`src/rtl/vd_pkg.sv`:
```
`default_nettype none
// +-----------------------------------------------------------------------------+
// | vd_pkg : code constants, symbol and state types shared by encoder/decoder.   |
// | Rev 1.0 - initial release                                                   |
// +-----------------------------------------------------------------------------+
package vd_pkg;

  localparam int              VD_K  = 3;
  localparam logic [VD_K-1:0] VD_G0 = 3'b111;
  localparam logic [VD_K-1:0] VD_G1 = 3'b101;

  typedef logic [1:0] vd_sym_t;

  typedef enum logic [1:0] {
    ENC_IDLE = 2'd0,
    ENC_SEND = 2'd1,
    ENC_TAIL = 2'd2,
    ENC_DONE = 2'd3
  } enc_state_t;

  // Window is {u, s1, s0}; a generator bit selects a tap into the XOR.
  function automatic logic parity_tap(input logic [VD_K-1:0] win,
                                      input logic [VD_K-1:0] gen);
    return ^(win & gen);
  endfunction

endpackage
`default_nettype wire

```
`src/rtl/convolutional_encoder_tx_if.sv`:
```
`default_nettype none
// +-----------------------------------------------------------------------------+
// | convolutional_encoder_tx_if : frame request and symbol stream bundle.        |
// | Rev 1.0 - initial release                                                   |
// +-----------------------------------------------------------------------------+
interface convolutional_encoder_tx_if
  import vd_pkg::*;
#(
  parameter int DATA_W = 8
) ();

  logic              i_start;
  logic [DATA_W-1:0] i_data;
  logic              i_ready;
  vd_sym_t           o_data;
  logic              o_valid;
  logic              o_busy;
  logic              o_done;

  modport master (
    output i_start, i_data, i_ready,
    input  o_data, o_valid, o_busy, o_done
  );

  modport slave (
    input  i_start, i_data, i_ready,
    output o_data, o_valid, o_busy, o_done
  );

endinterface
`default_nettype wire

```
`src/rtl/conv_enc_core.sv`:
```
`default_nettype none
// +-----------------------------------------------------------------------------+
// | conv_enc_core : rate-1/2 K=3 trellis state and symbol generator.            |
// | Rev 1.0 - initial release                                                   |
// +-----------------------------------------------------------------------------+
module conv_enc_core
  import vd_pkg::*;
(
  input  logic    i_clk,
  input  logic    i_rst_n,
  input  logic    i_u,
  input  logic    i_step,
  input  logic    i_clear,
  output vd_sym_t o_sym
);

  logic            r_s1;
  logic            r_s0;
  logic [VD_K-1:0] w_win;

  always_ff @(posedge i_clk or negedge i_rst_n) begin
    if (!i_rst_n) begin
      r_s1 <= 1'b0;
      r_s0 <= 1'b0;
    end else if (i_clear) begin
      r_s1 <= 1'b0;
      r_s0 <= 1'b0;
    end else if (i_step) begin
      r_s1 <= i_u;
      r_s0 <= r_s1;
    end
  end

  assign w_win = {i_u, r_s1, r_s0};
  assign o_sym = {parity_tap(w_win, VD_G0), parity_tap(w_win, VD_G1)};

endmodule
`default_nettype wire

```
`src/rtl/convolutional_encoder_tx.sv`:
```
`default_nettype none
// +-----------------------------------------------------------------------------+
// | convolutional_encoder_tx : serialise a word MSB-first into encoded symbols. |
// | TAIL_FLUSH_EN adds two zero tail bits to return the trellis to state 00.    |
// | Rev 1.0 - initial release                                                   |
// +-----------------------------------------------------------------------------+
module convolutional_encoder_tx
  import vd_pkg::*;
#(
  parameter int DATA_W = 8
) (
  input logic                       i_clk,
  input logic                       i_rst_n,
  convolutional_encoder_tx_if.slave bus
);

  localparam int CW = $clog2(DATA_W);

  enc_state_t        r_state;
  enc_state_t        w_next;
  logic [DATA_W-1:0] r_shift;
  logic [CW-1:0]     r_cnt;
  logic              w_valid;
  logic              w_busy;
  logic              w_done;
  logic              w_u;
  logic              w_xfer;
  logic              w_last;
  logic              w_start;
  vd_sym_t           w_sym;

  assign w_xfer  = w_valid & bus.i_ready;
  assign w_last  = (r_cnt == '0);
  assign w_start = (r_state == ENC_IDLE) & bus.i_start;

  always_ff @(posedge i_clk or negedge i_rst_n) begin
    if (!i_rst_n) begin
      r_state <= ENC_IDLE;
    end else begin
      r_state <= w_next;
    end
  end

  always_comb begin
    w_next = r_state;
    case (r_state)
      ENC_IDLE: if (bus.i_start) w_next = ENC_SEND;
      ENC_SEND: begin
        if (w_xfer && w_last) begin
`ifdef TAIL_FLUSH_EN
          w_next = ENC_TAIL;
`else
          w_next = ENC_DONE;
`endif
        end
      end
`ifdef TAIL_FLUSH_EN
      ENC_TAIL: if (w_xfer && w_last) w_next = ENC_DONE;
`endif
      ENC_DONE: w_next = ENC_IDLE;
      default:  w_next = ENC_IDLE;
    endcase
  end

  // Outputs decode from the state register only, so i_ready never reaches o_valid.
  always_comb begin
    w_valid = 1'b0;
    w_busy  = 1'b1;
    w_done  = 1'b0;
    w_u     = 1'b0;
    case (r_state)
      ENC_IDLE: w_busy = 1'b0;
      ENC_SEND: begin
        w_valid = 1'b1;
        w_u     = r_shift[DATA_W-1];
      end
`ifdef TAIL_FLUSH_EN
      ENC_TAIL: w_valid = 1'b1;
`endif
      ENC_DONE: w_done = 1'b1;
      default:  w_busy = 1'b1;
    endcase
  end

  // Counter doubles as the tail-bit counter once the payload is exhausted.
  always_ff @(posedge i_clk or negedge i_rst_n) begin
    if (!i_rst_n) begin
      r_shift <= '0;
      r_cnt   <= '0;
    end else if (w_start) begin
      r_shift <= bus.i_data;
      r_cnt   <= CW'(DATA_W - 1);
    end else if (w_xfer) begin
      r_shift <= {r_shift[DATA_W-2:0], 1'b0};
      r_cnt   <= w_last ? CW'(VD_K - 2) : (r_cnt - CW'(1));
    end
  end

  conv_enc_core u_core (
    .i_clk   (i_clk),
    .i_rst_n (i_rst_n),
    .i_u     (w_u),
    .i_step  (w_xfer),
    .i_clear (w_start),
    .o_sym   (w_sym)
  );

  assign bus.o_data  = w_valid ? w_sym : 2'b00;
  assign bus.o_valid = w_valid;
  assign bus.o_busy  = w_busy;
  assign bus.o_done  = w_done;

endmodule
`default_nettype wire
```
`src/flat_wrapper.sv`:
```
// flat-port wrapper written by rule: the top's interface ports become plain ports
module convolutional_encoder_tx_flat import vd_pkg::*;
#(
  parameter int DATA_W = 8
)
  (i_clk, i_rst_n, bus_i_start, bus_i_data, bus_i_ready, bus_o_data, bus_o_valid, bus_o_busy, bus_o_done);
  convolutional_encoder_tx_if #(.DATA_W(DATA_W)) bus_i ();
  input logic i_clk;
  input logic i_rst_n;
  input wire logic [$bits(bus_i.i_start)-1:0] bus_i_start;
  input wire logic [$bits(bus_i.i_data)-1:0] bus_i_data;
  input wire logic [$bits(bus_i.i_ready)-1:0] bus_i_ready;
  output wire logic [$bits(bus_i.o_data)-1:0] bus_o_data;
  output wire logic [$bits(bus_i.o_valid)-1:0] bus_o_valid;
  output wire logic [$bits(bus_i.o_busy)-1:0] bus_o_busy;
  output wire logic [$bits(bus_i.o_done)-1:0] bus_o_done;
  assign bus_i.i_start = bus_i_start;
  assign bus_i.i_data = bus_i_data;
  assign bus_i.i_ready = bus_i_ready;
  assign bus_o_data = bus_i.o_data;
  assign bus_o_valid = bus_i.o_valid;
  assign bus_o_busy = bus_i.o_busy;
  assign bus_o_done = bus_i.o_done;
  convolutional_encoder_tx #(.DATA_W(DATA_W)) u_core (.i_clk(i_clk), .i_rst_n(i_rst_n), .bus(bus_i));
endmodule
```
`config.mk`:
```
export PLATFORM = sky130hd
export DESIGN_NAME = convolutional_encoder_tx_flat
export DESIGN_NICKNAME = d
export VERILOG_FILES = /design/src/rtl/vd_pkg.sv /design/src/rtl/convolutional_encoder_tx_if.sv /design/src/rtl/conv_enc_core.sv /design/src/rtl/convolutional_encoder_tx.sv /design/src/flat_wrapper.sv
export SDC_FILE = /design/constraint.sdc
export NUM_CORES = 1
export LEC_CHECK = 0
export CORE_AREA = 2 2 51 53
export DETAILED_ROUTE_END_ITERATION = 7
export DIE_AREA = 0 0 53 55
export PLACE_DENSITY_LB_ADDON = 0.08
export SETUP_SLACK_MARGIN = 0.3
export SYNTH_ARGS = -nofsm -noshare
export SYNTH_HDL_FRONTEND = slang
export SYNTH_HIERARCHICAL = 1
export SYNTH_SLANG_ARGS = --single-unit
```
`constraint.sdc`:
```
create_clock -name i_clk -period 1.5 [get_ports i_clk]
set_clock_uncertainty 0.05 [all_clocks]
set_input_delay 0.15 -clock i_clk [delete_from_list [all_inputs] [get_ports i_clk]]
set_output_delay 0.15 -clock i_clk [all_outputs]
set_load 0.005 [all_outputs]
```
==> results.ini <==
[global_routing]
antenna_found_initial = 0
grt_overflow = 0
grt_max_degree = 16
grt_use_met3_pct = 1.613
top_usage_layer = met2
grt_pass1_wl_um = 2725
met2_usage_pct = 24.79
first_global_vias = 637
use_met1_pct = 14.75
grtUsageTotal_pct = 13.17

[routing]
wl_per_cell_um = 11.67
antenna_left = 0
routed_via_density = 4.459
drt_iter0_drc = 5
drc = 0
postRouteWirelength_um = 1552
vias = 593
first_pass_iters = 4

[worst_setup_path]
required_ns = 1.30
worst-setup-path-type = flop to output pin
cp-end-kind = output pin
worst_ep_arrival_time_ns = 1.60
cp-start-kind = flop
worstRegToRegCells = 7
critPathMaxFanout = 2

[synth]
synth_compound_area_share_pct = 18.45
yosys-top-cells-count = dfrtp_1, inv_1, nor2_1
yosysMostFrequentCell = dfrtp_1
synthMuxAreaShare_pct = 2.589
synthCells = 72
ys_types = 26
synthAdderAreaFrac_pct = 3.236
synth_top_family_by_area = compound AO/OA/AOI/OAI gates
synth_edf_count = 0
synth_top_area_cell = dfrtp_1
synthXorXnorAreaFrac_pct = 2.265
avgSynthCellArea_um2 = 10.74
synth_nets = 86
synth-simple-area-share_pct = 16.83
synth_top_flop_cell = dfrtp_1
ys_seq_elements = 15
syn-cell-area_um2 = 773.2
async_reset_ff_share_pct = 100.0
synth-seq-area-share_pct = 48.54
synth_area_leaders = dfrtp_1, a22oi_2, and2_1, inv_1, ha_1
synth_warnings = 6
synth.top_cell.area_share_pct = 48.54

[placement]
dp_cells = 124
gp_congestion = 0.6665
port-buffer-count = 16
dpl.hpwl_um = 1017
pre_cts_ws_ns = -0.2608

[final_layout]
finalNonFillerCells = 133
drive_above_1_share_pct = 33.01
diodes = 0
final_nets = 118
area_growth_pct = 44.98
postLayoutCoreUtil_pct = 47.41

[sta]
max_freq_ghz = 0.5545
grt_setup_unrepaired = true
fin_crit_sh_pct = 120.2
min_period_ns = 1.804
max_slew_margin_pct = 86.79
fin_ws_ns = -0.3036
setup_viol = 2
hold_viol = 0
setup_tns_ns = -0.3519
tightestPinTransition_ns = 0.1978
whs_ns = 0.1239
slew_viol_final = 0

[floorplanning]
num_rows = 18
die_w_um = 53
die-area_um2 = 2915
start_util_pct = 32.70
die_h_um = 55
io_pins = 17
design.core.area_um2 = 2365

[min_path]
worst_hold_path_type = primary input to async pin

[pwr]
p_leak_nw = 0.5275
powerDensity_nw_per_um2 = 1767
vdd_ir_drop_max_mv = 0.8705

[cts]
cts_hold_buffers = 0
clockBufferDepth = 2
cts_root_buf = clkbuf_4
clkTransAtPathRegs_ns = 0.09
insertion_delay_ns = 0.28
cts_buffers = 3
htree_levels = 1
cts_tree = built
cts_num_sinks = 15

[flow_run]
maxCapViolCount = 0

[status]
status = complete, but fails checks
violations = negative setup slack

-- state kept, by name (all words and copies together) (netlist names) --
register	cells
u_core/r_cnt	3
u_core/r_state	2
u_core/u_core/r_s1	1
u_core/u_core/r_s0	1
u_core/r_shift	8
-- per-layer routing --
metal  wire, um  share of wire (%)
met5          0                  0
met4         16                1.0
met3         74                4.8
met2        745                 48
met1        716                 46
-- through the flow --
step / instance area [um2] / power [mW]
6_report: 1121 / 1.981
5_1_grt: 1121 / 2.146
4_1_cts: 1110 / 1.967
3_5_place_dp: 1026 / 1.648
3_3_place_gp: 1026 / 1.633
2_1_floorplan: 790.8 / 1.279
-- critical path, stage by stage, from the launching register on --
cell     delay (ns)
dfrtp_1        0.41
nor2b_4        0.12
and2_4         0.15
xor2_2         0.15
buf_4          0.13
xor2_1         0.13
and2_1         0.13
buf_2          0.10
-- what timing repair did --
action	CTS	global route
setup endpoints to repair	19	19
buffers inserted	3	0
pin swaps	3	1
gates cloned	2	0
resized for setup	27	2
-- layout make-up --
cell class,count,area (um2)
inverters,10,50.05
fillers,246,1244
repair buffers,27,239.0
clock buffers,4,26.28
flip-flops and latches,15,375.4
repair inverters,2,15.01
well taps,30,37.54
multi-input cells,45,377.9
-- final timing paths --
| check | slack, ns | startpoint | endpoint |
|---|---|---|---|
| worst max register to register | 0.13 | u_core/r_state[1] | u_core/r_shift[5] |
| min in group i_clk | 0.39 | bus_i_data[1] | u_core/r_shift[1] |
| worst min register to register | 0.46 | u_core/r_shift[0] | u_core/r_shift[0] |
| worst max-delay path | -0.30 | u_core/r_state[1] | bus_o_data[1] |
| worst min-delay path | 0.12 | i_rst_n | u_core/r_state[1] |
| max in group asynchronous | 1.10 | i_rst_n | u_core/r_shift[3] |
-- layout by cell type, fill, tap and decap left out, types with 2 or more instances in the layout --
| cell type | count |
|---|---|
| buf_4 | 9 |
| buf_2 | 2 |
| dlygate4sd2_1 | 2 |
| o21ai_1 | 4 |
| mux2i_1 | 2 |
| clkdlybuf4s50_1 | 11 |
| a21oi_1 | 4 |
| clkbuf_4 | 3 |
| inv_8 | 2 |
| a2bb2oi_1 | 2 |
| and2_1 | 4 |
| nand2_1 | 2 |
| dfrtp_1 | 15 |
| nor2_1 | 6 |
| buf_6 | 3 |
| a22oi_2 | 4 |
| inv_1 | 8 |
| ha_1 | 2 |
-- power breakdown --
group / total [mW] / internal (mW) / switching [mW] / leakage (nW)
registers: 0.702 / 0.580 / 0.122 / 0.186
clock network: 0.230 / 0.103 / 0.127 / 0.0150
logic: 1.05 / 0.570 / 0.479 / 0.327
total: 1.98 / 1.25 / 0.728 / 0.528
-- kinds of logic after synthesis --
group,count (synthesis)
buffers and inverters,12
multiplexers,2
flip-flops,15
XOR/XNOR,2
AND/OR/NAND/NOR,20
adder cells (fa/ha/maj),2
AO/OA/AOI/OAI,19
No activity file was read; power rests on OpenSTA's default activity.
